### src/rtl/ped_button_conditioner.sv
// Pedestrian push-button front end: synchronizes and debounces the raw active-low
// button, latches a crossing request until acknowledged, flags a stuck button and counts presses.
module ped_button_conditioner #(
  parameter int DEBOUNCE_CYCLES = 120000,
  parameter int STUCK_CYCLES    = 60000000,
  parameter int CNT_W           = 26
) (
  input  logic       clk,
  input  logic       rst,
  input  logic       btn_raw,
  input  logic       req_ack,
  output logic       req,
  output logic       btn_clean,
  output logic       btn_press,
  output logic       stuck,
  output logic [7:0] press_count
);

  localparam logic [CNT_W-1:0] DB_LAST    = CNT_W'(DEBOUNCE_CYCLES - 1);
  localparam logic [CNT_W-1:0] STUCK_LAST = CNT_W'(STUCK_CYCLES - 1);
  localparam logic [CNT_W-1:0] STUCK_MAX  = CNT_W'(STUCK_CYCLES);

  typedef enum logic {IDLE = 1'b0, PENDING = 1'b1} state_t;

  state_t           r_state;
  state_t           w_state_next;
  logic             r_sync1;
  logic             r_sync2;
  logic [CNT_W-1:0] r_db_cnt;
  logic             r_btn_clean;
  logic             r_btn_press;
  logic [CNT_W-1:0] r_stuck_cnt;
  logic             r_stuck;
  logic [7:0]       r_press_count;

  logic w_pressed_s;
  logic w_differs;
  logic w_db_done;
  logic w_press_evt;
  logic w_release_evt;

  assign w_pressed_s   = ~r_sync2;
  assign w_differs     = (w_pressed_s != r_btn_clean);
  assign w_db_done     = w_differs && (r_db_cnt == DB_LAST);
  assign w_press_evt   = w_db_done && w_pressed_s;
  assign w_release_evt = w_db_done && !w_pressed_s;

  // Sync flops reset to the released level so a button held through reset still counts once.
  always_ff @(posedge clk or negedge rst) begin
    if (!rst) begin
      r_sync1 <= 1'b1;
      r_sync2 <= 1'b1;
    end else begin
      r_sync1 <= btn_raw;
      r_sync2 <= r_sync1;
    end
  end

  always_ff @(posedge clk or negedge rst) begin
    if (!rst) begin
      r_db_cnt    <= '0;
      r_btn_clean <= 1'b0;
      r_btn_press <= 1'b0;
    end else begin
      r_btn_press <= w_press_evt;
      if (!w_differs) begin
        r_db_cnt <= '0;
      end else if (w_db_done) begin
        r_btn_clean <= w_pressed_s;
        r_db_cnt    <= '0;
      end else begin
        r_db_cnt <= r_db_cnt + CNT_W'(1);
      end
    end
  end

  // Stuck clears on the same edge the debounced level falls, not one edge later.
  always_ff @(posedge clk or negedge rst) begin
    if (!rst) begin
      r_stuck_cnt <= '0;
      r_stuck     <= 1'b0;
    end else if (!r_btn_clean || w_release_evt) begin
      r_stuck_cnt <= '0;
      r_stuck     <= 1'b0;
    end else if (r_stuck_cnt != STUCK_MAX) begin
      r_stuck_cnt <= r_stuck_cnt + CNT_W'(1);
      if (r_stuck_cnt == STUCK_LAST) begin
        r_stuck <= 1'b1;
      end
    end
  end

  always_ff @(posedge clk or negedge rst) begin
    if (!rst) begin
      r_press_count <= 8'd0;
    end else if (w_press_evt && (r_press_count != 8'hFF)) begin
      r_press_count <= r_press_count + 8'd1;
    end
  end

  always_ff @(posedge clk or negedge rst) begin
    if (!rst) begin
      r_state <= IDLE;
    end else begin
      r_state <= w_state_next;
    end
  end

  // The request moves on the press event itself so req rises together with btn_press.
  always_comb begin
    w_state_next = r_state;
    case (r_state)
      IDLE:    if (w_press_evt) w_state_next = PENDING;
      PENDING: if (req_ack && !w_press_evt) w_state_next = IDLE;
      default: w_state_next = IDLE;
    endcase
  end

  assign req         = (r_state == PENDING);
  assign btn_clean   = r_btn_clean;
  assign btn_press   = r_btn_press;
  assign stuck       = r_stuck;
  assign press_count = r_press_count;

endmodule

### config.mk
export PLATFORM = sky130hd
export DESIGN_NAME = ped_button_conditioner
export DESIGN_NICKNAME = d
export VERILOG_FILES = /design/src/rtl/ped_button_conditioner.sv
export SDC_FILE = /design/constraint.sdc
export NUM_CORES = 1
export LEC_CHECK = 0
export BUFFER_PORTS_ARGS = -buffer_cell sky130_fd_sc_hd__buf_2
export CORE_MARGIN = 4
export CORE_UTILIZATION = 60
export DETAILED_ROUTE_END_ITERATION = 10
export GPL_TIMING_DRIVEN = 0
export PLACE_DENSITY_LB_ADDON = 0.05
export SLEW_MARGIN = 40
export SYNTH_ARGS = -nofsm -noshare
export SYNTH_HDL_FRONTEND = slang
export SYNTH_SLANG_ARGS = --single-unit
### constraint.sdc
create_clock -name clk -period 2.6 [get_ports clk]
set_input_delay 0.13 -clock clk [delete_from_list [all_inputs] [get_ports clk]]
set_output_delay 0.13 -clock clk [all_outputs]
set_load 0.02 [all_outputs]
==> flow_metrics.tcl <==
set metrics [dict create \
    r2r_cells 8 \
    start_util_pct 61.6 \
    post_synth_instance_area_um2 3370 \
    clock-root-buffer "clkbuf_8" \
    clk_pin_slew_ns 0.07 \
    grt_usage_pct 20.4 \
    vias_per_cell 5.67 \
    port_buffers 15 \
    final_net_count 372 \
    drt_iter0_drc 75 \
    totalPowerFinal_uw 1880 \
    clock_skew_ns 0.00957 \
    ir_worst_vdd_mv 0.294 \
    die_y_um 83.0 \
    yosysWarnings 0 \
    powerDensity_nw_per_um2 499 \
    insertion_delay_ns 0.33 \
    wl_per_cell_um 14.6 \
    synth_cell_types 41 \
    crit_path_cell_trace "ha_1, nand3_1, or3_1, nor3_1, or2_2, buf_2, buf_2, nor2_1" \
    cts_tree "done" \
    h-tree-depth 3 \
    max_cap_violations 0 \
    critPathTopFamily "simple AND/OR/NAND/NOR gates" \
    area_growth_pct 11.8 \
    setup_viol 0 \
    grt.overflow.total 0 \
    gp_congestion 0.797 \
    diodes 0 \
    ys_seq_elements 66 \
    maxSlewViolCount 0 \
    rsz0062_at_grt "no" \
    min_path_type "input port to flip-flop" \
    worst_path_largest_cell_delay_ns 0.40 \
    timing.fmax_ghz 0.440 \
    drt-pass1-iter-count 4 \
    dp_hpwl_mm 4.52 \
    grt_pass1_vias 2556 \
    endpoint_kind "flip-flop" \
    fp.dieArea_um2 6880 \
    cpMostUsedCell "buf_2" \
    power_leakage_uw 0.00164 \
    post-route-period-util_pct 87.3 \
    critical_path_class "flip-flop to flip-flop" \
    required_ns 2.81 \
    cts_sinks 66 \
    cp_num_buf_inv 2 \
    worst_pin_slew_ns 0.498 \
    period_minus_slack_ns 2.27 \
    remaining_drc_errors 0 \
    numCtsBuffers 9 \
    cts_buffer_depth 2 \
    finalHoldViolCount 0 \
    ys_seq_area_share_pct 49.1 \
    grt_max_degree 45 \
    tns_ns 0 \
    vias 2501 \
    syn_nets 343 \
    routed_wirelength_mm 6.43 \
    coreArea_um2 5470 \
    slew_headroom_pct 66.5 \
    die_w_um 83.0 \
    cp.depth 8 \
    antenna_found_initial 0 \
    grt_pass1_wl_mm 11.7 \
    worst-path-max-fanout 10 \
    whs_path_depth 3 \
    layout-drive-gt1-share_pct 15.2 \
    syn_area_per_cell_um2 10.1 \
    crit_path_start_kind "flip-flop" \
    syn_inst 335 \
    io-pin-count 16 \
    antenna_violating_nets_post_route 0 \
    status "finished, final reports clean" \
    fill_cells 447 \
    cp_slowest_cell "dfrtp_1" \
    cp.arrival_ns 2.48 \
    rows 27 \
]
sequential cells by signal, summed over array words and instances (netlist names):
name         flops
r_sync1          1
press_count      8
btn_press        1
r_db_cnt        26
r_sync2          1
req              1
r_stuck_cnt     26
stuck            1
btn_clean        1
layer usage:
metal | global-route usage (%) | vias to the layer above | part of all wire, % | routed length (µm)
met5 | 0 | - | 0 | 0
met4 | 5.94 | 0 | 1.2 | 76
met3 | 5.65 | 9 | 3.1 | 199
met2 | 34.6 | 30 | 51 | 3270
met1 | 25.6 | 1241 | 45 | 2880
li1 | - | 1221 | - | -
cell families after synthesis:
family | after synthesis | share of synthesized area (%)
and+or+nand+nor | 182 | 30.2
AOI/OAI and AO/OA | 15 | 2.75
DFF | 66 | 49.1
muxes | 5 | 1.74
buffers and inverters | 15 | 2.34
adders and majority gates | 4 | 1.48
xor gates and xnor gates | 48 | 12.5
cells in the mapped netlist (all sizes together):
master / count / area [µm²]
a21bo: 1 / 10.0
a21o: 1 / 8.76
a21oi: 7 / 38.8
a31oi: 2 / 12.5
and2: 2 / 12.5
and3: 14 / 87.6
and4: 7 / 61.3
and4b: 1 / 10.0
buf: 7 / 48.8
clkbuf: 3 / 11.3
dfrtp: 64 / 1600
dfstp: 2 / 52.6
ha: 4 / 50.1
inv: 5 / 18.8
mux2: 4 / 48.8
mux2i: 1 / 10.0
nand2: 23 / 86.3
nand3: 28 / 155
nand3b: 1 / 7.51
nand4: 17 / 121
nor2: 61 / 229
nor2b: 3 / 18.8
nor3: 6 / 30.0
nor4: 10 / 126
nor4b: 3 / 26.3
nor4bb: 2 / 20.0
o21ai: 3 / 15.0
o31ai: 1 / 7.51
or2: 1 / 6.26
or3: 3 / 18.8
xnor2: 16 / 140
xor2: 32 / 280
placed cells by master (no fill, tap or decap), types with 3 or more instances in the layout:
cell	n
nand3_2	3
nor2b_1	3
clkbuf_8	12
inv_1	5
xnor2_1	16
or3_1	3
o21ai_0	3
nand4_1	16
and4_1	7
nor4b_1	3
nor4_1	3
nand2_1	23
and3_1	14
nor2_1	61
nor3_1	6
nor4_2	4
nor4_4	3
nand3_1	25
ha_1	4
buf_2	17
xor2_1	32
dfrtp_1	64
buf_4	4
a21oi_1	6
clkbuf_1	5
power by group:
part / internal [µW] / switching, µW / leakage [µW] / total, µW
sequential: 1030 / 5.28 / 0.000913 / 1040
combinational: 13.3 / 30.9 / 0.000638 / 44.1
clock: 424 / 376 / 0.0000927 / 801
total: 1470 / 413 / 0.00164 / 1880
worst register-to-register path, stage by stage, from the launching register on:
cell and delay [ns]:
dfrtp_1 0.40, ha_1 0.23, nand3_1 0.12, or3_1 0.36, nor3_1 0.37, or2_2 0.18
buf_2 0.17, buf_2 0.24, nor2_1 0.07
area by class of cell:
class                           count  area [µm²]  share of cell area, %
Sequential cell                    66        1650                   43.9
Multi-Input combinational cell    254        1650                   43.6
Clock buffer                       14         173                   4.58
Timing Repair Buffer               18         118                   3.12
Tap cell                           72        90.1                   2.39
Buffer                             10        60.1                   1.59
Inverter                            5        18.8                  0.498
Clock inverter                      2        12.5                  0.332
final timing paths:
path | startpoint | endpoint | slack [ns]
setup / recovery | r_db_cnt[0] | r_db_cnt[24] | 0.33
hold / removal | req_ack | req | 0.06
setup reg to reg | r_db_cnt[0] | r_db_cnt[24] | 0.33
hold reg to reg | r_sync1 | r_sync2 | 0.36
max in group asynchronous | rst | r_sync1 | 1.79
min in group asynchronous | rst | r_db_cnt[14] | 0.22
per-stage QoR:
stage	util [%]	instances	hold slack, ns	area, µm²	worst slack, ns
4_1_cts	68.8	441	0.0449	3760	0.330
6_report	68.9	441	0.0595	3770	0.330
3_3_place_gp	64.6	422	0.235	3540	0.366
2_1_floorplan	-	335	-0.166	3370	0.694
3_5_place_dp	65.0	423	0.0449	3560	0.367
5_1_grt	68.9	441	0.0489	3770	0.135
what timing repair did:
item | in CTS | in global routing
resized for setup | 0 | 0
endpoints found under the hold margin | 23 | 0
hold buffers | 2 | 0
setup buffers | 0 | 0
(Power assumes the default switching activity.)
